[src/rtl/cnt_pkg.sv]
// Shared definitions for the synchronous counter family: JK action encoding
// and an elaboration-time log2 helper.
package cnt_pkg;

    typedef enum logic [1:0] {
        JK_HOLD   = 2'b00,
        JK_RESET  = 2'b01,
        JK_SET    = 2'b10,
        JK_TOGGLE = 2'b11
    } jk_op_e;

    function automatic int clog2(input int value);
        int result;
        result = 0;
        for (int i = 0; i < 31; i++) begin
            if ((32'sd1 <<< i) < value) begin
                result = i + 1;
            end else begin
                result = result;
            end
        end
        return result;
    endfunction

endpackage

[src/rtl/jk_ff_sync.sv]
// Clock-enabled JK flip-flop with synchronous active-low reset; q and qn are
// both held in flops so they stay complementary without a combinational inverter.
module jk_ff_sync
    import cnt_pkg::*;
(
    input  logic clk,
    input  logic rst_n,
    input  logic j,
    input  logic k,
    output logic q,
    output logic qn
);

    logic   q_r;
    logic   qn_r;
    jk_op_e op_s;

    // Map the J/K pins onto the named flop action
    always_comb begin
        op_s = jk_op_e'({j, k});
    end

    // JK state update with synchronous reset to q=0, qn=1
    always_ff @(posedge clk) begin
        if (!rst_n) begin
            q_r  <= 1'b0;
            qn_r <= 1'b1;
        end else begin
            case (op_s)
                JK_HOLD: begin
                    q_r  <= q_r;
                    qn_r <= qn_r;
                end
                JK_RESET: begin
                    q_r  <= 1'b0;
                    qn_r <= 1'b1;
                end
                JK_SET: begin
                    q_r  <= 1'b1;
                    qn_r <= 1'b0;
                end
                JK_TOGGLE: begin
                    q_r  <= qn_r;
                    qn_r <= q_r;
                end
                default: begin
                    q_r  <= q_r;
                    qn_r <= qn_r;
                end
            endcase
        end
    end

    assign q  = q_r;
    assign qn = qn_r;

endmodule

[src/rtl/sync_up_counter.sv]
// Synchronous modulo-MODULUS up counter built from JK flops sharing one clock;
// co/ci let several stages cascade into a wider decimal or modulo display.
module sync_up_counter
    import cnt_pkg::*;
#(
    parameter int WIDTH   = 4,
    parameter int MODULUS = 16
) (
    input  logic             clk,
    input  logic             rst_n,
    input  logic             ci,
    input  logic             load,
    input  logic [WIDTH-1:0] din,
    input  logic             clr,
    output logic [WIDTH-1:0] q,
    output logic             tc,
    output logic             co,
    output logic             ovf
);

    localparam logic [WIDTH:0] MOD_C = (WIDTH + 1)'(MODULUS);
    localparam logic [WIDTH:0] ONE_C = (WIDTH + 1)'(1);

    logic [WIDTH-1:0] q_s;
    logic [WIDTH-1:0] qn_s;
    logic [WIDTH-1:0] q_nxt_s;
    logic [WIDTH-1:0] j_s;
    logic [WIDTH-1:0] k_s;
    logic [WIDTH:0]   q_ext_s;
    logic [WIDTH:0]   q_inc_s;
    logic             at_top_s;
    logic             legal_s;
    logic             din_ok_s;
    logic             ovf_nxt_s;
    logic             ovf_r;

    // Range decode done one bit wider so MODULUS == 2**WIDTH cannot overflow
    always_comb begin
        q_ext_s  = {1'b0, q_s};
        q_inc_s  = q_ext_s + ONE_C;
        at_top_s = (q_inc_s == MOD_C);
        legal_s  = (q_ext_s < MOD_C);
        din_ok_s = ({1'b0, din} < MOD_C);
    end

    // Next count and overflow flag, priority clr > load > ci > hold
    always_comb begin
        q_nxt_s   = q_s;
        ovf_nxt_s = ovf_r;
        if (clr) begin
            q_nxt_s   = {WIDTH{1'b0}};
            ovf_nxt_s = 1'b0;
        end else if (load) begin
            if (din_ok_s) begin
                q_nxt_s = din;
            end else begin
                q_nxt_s = {WIDTH{1'b0}};
            end
        end else if (ci) begin
            // An out-of-range count is recovered to zero without flagging a wrap
            if (!legal_s) begin
                q_nxt_s = {WIDTH{1'b0}};
            end else if (at_top_s) begin
                q_nxt_s   = {WIDTH{1'b0}};
                ovf_nxt_s = 1'b1;
            end else begin
                q_nxt_s = q_inc_s[WIDTH-1:0];
            end
        end else begin
            q_nxt_s   = q_s;
            ovf_nxt_s = ovf_r;
        end
    end

    // Sticky wrap flag, cleared by reset or clr
    always_ff @(posedge clk) begin
        if (!rst_n) begin
            ovf_r <= 1'b0;
        end else begin
            ovf_r <= ovf_nxt_s;
        end
    end

    for (genvar i = 0; i < WIDTH; i++) begin : g_bit
        // Set only bits that must rise, reset only bits that must fall
        assign j_s[i] = q_nxt_s[i] & qn_s[i];
        assign k_s[i] = ~q_nxt_s[i] & q_s[i];

        jk_ff_sync u_jk (
            .clk   (clk),
            .rst_n (rst_n),
            .j     (j_s[i]),
            .k     (k_s[i]),
            .q     (q_s[i]),
            .qn    (qn_s[i])
        );
    end

    assign q   = q_s;
    assign tc  = at_top_s;
    assign co  = ci & at_top_s;
    assign ovf = ovf_r;

endmodule

[config.mk]
export PLATFORM = sky130hd
export DESIGN_NAME = sync_up_counter
export DESIGN_NICKNAME = d
export VERILOG_FILES = /design/src/rtl/cnt_pkg.sv /design/src/rtl/jk_ff_sync.sv /design/src/rtl/sync_up_counter.sv
export SDC_FILE = /design/constraint.sdc
export NUM_CORES = 1
export LEC_CHECK = 0
export CORE_MARGIN = 2
export CORE_UTILIZATION = 38
export DETAILED_ROUTE_END_ITERATION = 8
export MAX_ROUTING_LAYER = met4
export PLACE_DENSITY = 0.7
export REMOVE_ABC_BUFFERS = 1
export SLEW_MARGIN = 15
export SYNTH_ARGS = -nofsm -noshare
export SYNTH_HDL_FRONTEND = slang
export SYNTH_SLANG_ARGS = --single-unit
[constraint.sdc]
create_clock -name clk -period 1.19 [get_ports clk]
set_input_delay 0.238 -clock clk [delete_from_list [all_inputs] [get_ports clk]]
set_output_delay 0.238 -clock clk [all_outputs]
set_load 0.02 [all_outputs]
==> results of run 1 <==
==> repair_timing <==
action / 4_1_cts / 5_1_grt
hold buffers: 0 / 0
pin swaps: 3 / 5
resized for setup: 41 / 13
setup buffers: 2 / 2
setup endpoints to repair: 12 / 14
==> report_power, final <==
part | switching, mW | total, mW | internal, mW | leakage [nW]
Sequential | 0.0123 | 0.330 | 0.317 | 0.0758
Clock | 0.106 | 0.235 | 0.129 | 0.0150
Combinational | 0.0725 | 0.164 | 0.0915 | 0.270
Total | 0.191 | 0.729 | 0.538 | 0.361
==> critical path, stage by stage (launching register included) <==
cell     delay [ns]
dfxtp_4        0.38
ha_4           0.14
nand2_2        0.07
nor2_4         0.09
and2_4         0.14
buf_6          0.10
==> final cells by class <==
| type | instances | area, um2 |
|---|---|---|
| Clock buffer | 4 | 26.3 |
| Multi-Input combinational cell | 39 | 310 |
| Inverter | 4 | 15.0 |
| Timing Repair Buffer | 32 | 278 |
| Tap cell | 15 | 18.8 |
| Fill cell | 106 | 432 |
| Sequential cell | 9 | 189 |
==> routing by layer <==
layer  GRT usage, %  vias to the layer above  wire [um]
li1               -                      260          -
met4           12.5                        0         34
met1           19.7                      253        554
met2           35.9                       17        807
met3           3.33                        6         50
met5              -                        -          0
==> how the worst max path moves through the flow <==
stage / startpoint / end / slack, ns / cells past startpoint
2_1_floorplan: g_bit[0].u_jk.q$_SDFFE_PN0P_ / co / -0.48 / 4
3_3_place_gp: ci / co / -0.47 / 3
3_5_place_dp: g_bit[1].u_jk.q$_SDFFE_PN0P_ / co / -0.50 / 5
4_1_cts: g_bit[1].u_jk.q$_SDFFE_PN0P_ / co / -0.22 / 5
5_1_grt: g_bit[1].u_jk.q$_SDFFE_PN0P_ / co / -0.29 / 5
6_report: g_bit[1].u_jk.q$_SDFFE_PN0P_ / co / -0.24 / 5
==> synth_stat cells (all sizes together) <==
library cell and n:
dfxtp 9, nor2 5, a21oi 4, buf 4, inv 4, nand2 4, nor2b 4, mux2i 2
nand2b 2, nor3b 2, o21ai 2, a211oi 1, a221oi 1, a22oi 1, a31oi 1, and2 1
and4b 1, clkbuf 1, ha 1, nand3 1, nand4 1, nor4 1, o211a 1, o211ai 1
o31a 1, or3b 1
==> sequential cells by signal, summed over array words and instances, names as in the netlist <==
| name | flops |
|---|---|
| g_bit.u_jk.q | 4 |
| g_bit.u_jk.qn | 4 |
| ovf | 1 |
==> kinds of logic (layout without fill, tap and decap cells) <==
group | Yosys count | count (layout) | share of synthesized area (%)
muxes | 2 | 2 | 4.01
DFF | 9 | 9 | 36.1
and+or+nand+nor | 23 | 23 | 28.6
AOI/OAI and AO/OA | 13 | 13 | 18.3
adders and majority gates | 1 | 1 | 2.51
buffers and inverters | 9 | 40 | 10.5
==> flow_metrics.env, run 1 <==
export IMPL_place_inst=96
export IMPL_die_area_mm2=0.00162
export IMPL_hold_end="g_bit[3].u_jk.q$_SDFFE_PN0P_"
export IMPL_ctsHtreeMaxLevel=1
export IMPL_drv_cap=0
export IMPL_synth_top_area_share_pct=36.1
export IMPL_setup_tns_ns=-0.859
export IMPL_layout_common_cells="16 x buf_4, 8 x clkdlybuf4s50_1, 6 x dfxtp_1, 6 x buf_6"
export IMPL_drv_slew=0
export IMPL_crit_fanout=3
export IMPL_tightest_slew_ns=0.240
export IMPL_path_clk_slew_ns=0.06
export IMPL_yosysTopAreaCell="dfxtp_1"
export IMPL_min_from="g_bit[3].u_jk.qn$_SDFFE_PN1P_"
export IMPL_avgSynthCellArea_um2=8.76
export IMPL_synthTopCellsByArea="dfxtp_1 36%, buf_4 6.0%, nor2b_1 5.0%"
export IMPL_fin_skew_ns=0.00173
export IMPL_r2r_cells=5
export IMPL_drtIter0Drc=11
export IMPL_crit_reg2reg_launch="g_bit[1].u_jk.q$_SDFFE_PN0P_"
export IMPL_n_antenna_cell=0
export IMPL_dpl_cell_area_um2=736
export IMPL_first_pass_iters=4
export IMPL_min_delay_path_depth=1
export IMPL_cts_sinks=9
export IMPL_min_path_type="reg2reg"
export IMPL_synth_cells=57
export IMPL_utilization_pct=66.0
export IMPL_grt_setup_unrepaired="true"
export IMPL_worstSetupEndpointType="output pin"
export IMPL_cts_tree="done"
export IMPL_viasPerCell=5.20
export IMPL_start_kind="register"
export IMPL_r2r_slack_ns=-0.16
export IMPL_drive_gt1_share_pct=46.6
export IMPL_nNetsFinal=99
export IMPL_whs_ns=0.497
export IMPL_cts_root_buf="clkbuf_4"
export IMPL_num_vias=536
export IMPL_die_h_um=40.2
export IMPL_wl_per_cell_um=14.0
export IMPL_post_route_min_period_ns=1.43
export IMPL_start_util_pct=39.3
export IMPL_grt_max_degree=8
export IMPL_dpl_hpwl_um=984
export IMPL_ys_seq_area_share_pct=36.1
export IMPL_gp_congestion=0.818
export IMPL_grt_pass1_vias=468
export IMPL_finalWirelength_mm=1.45
export IMPL_p_per_area_mw_per_mm2=871
export IMPL_grt_usage_pct=20.0
export IMPL_fin_ws_ns=-0.237
export IMPL_grt_pass1_wl_mm=2.01
export IMPL_grt_overflow_total=0
export IMPL_ys_ff_latch=9
export IMPL_io_buffers=15
export IMPL_yosysWarnings=0
export IMPL_ir_drop_mv=0.427
export IMPL_core_area_mm2=0.00127
export IMPL_fin_cells=103
export IMPL_crit_reg2reg_capture="g_bit[2].u_jk.q$_SDFFE_PN0P_"
export IMPL_failed_checks="negative setup slack"
export IMPL_pin_count=16
export IMPL_p_leak_nw=0.361
export IMPL_required_ns=0.95
export IMPL_area_growth_pct=67.7
export IMPL_final_common_cell="buf_4"
export IMPL_fin_crit_sh_pct=120
export IMPL_netlist_area_um2=499
export IMPL_max_freq_ghz=0.701
export IMPL_route_detailed_drc=0
export IMPL_slew_headroom_pct=83.8
export IMPL_numCtsBuffers=3
export IMPL_antenna_found_initial=0
export IMPL_finalPower_mw=0.729
export IMPL_hold_violations=0
export IMPL_setup_viol=10
export IMPL_cp_arrival_ns=1.19
export IMPL_clk_latency_ns=0.26
export IMPL_fin_area_um2=837
export IMPL_antenna_left=0
export IMPL_crit_type="reg2out"
export IMPL_dp_slack_ns=-0.500
export IMPL_clock_path_buffers=2
export IMPL_die_x_um=40.2
export IMPL_status="finished, violations left"
export IMPL_ys_types=29
export IMPL_rows=13
Note: power is estimated with default switching activity, not from simulation.
==> run 2, diff against run 1 <==
CTS_CLUSTER_SIZE = 24   (was default)
==> results of run 2 <==
Final layout, timing and power as in run 1 (identical DEF).
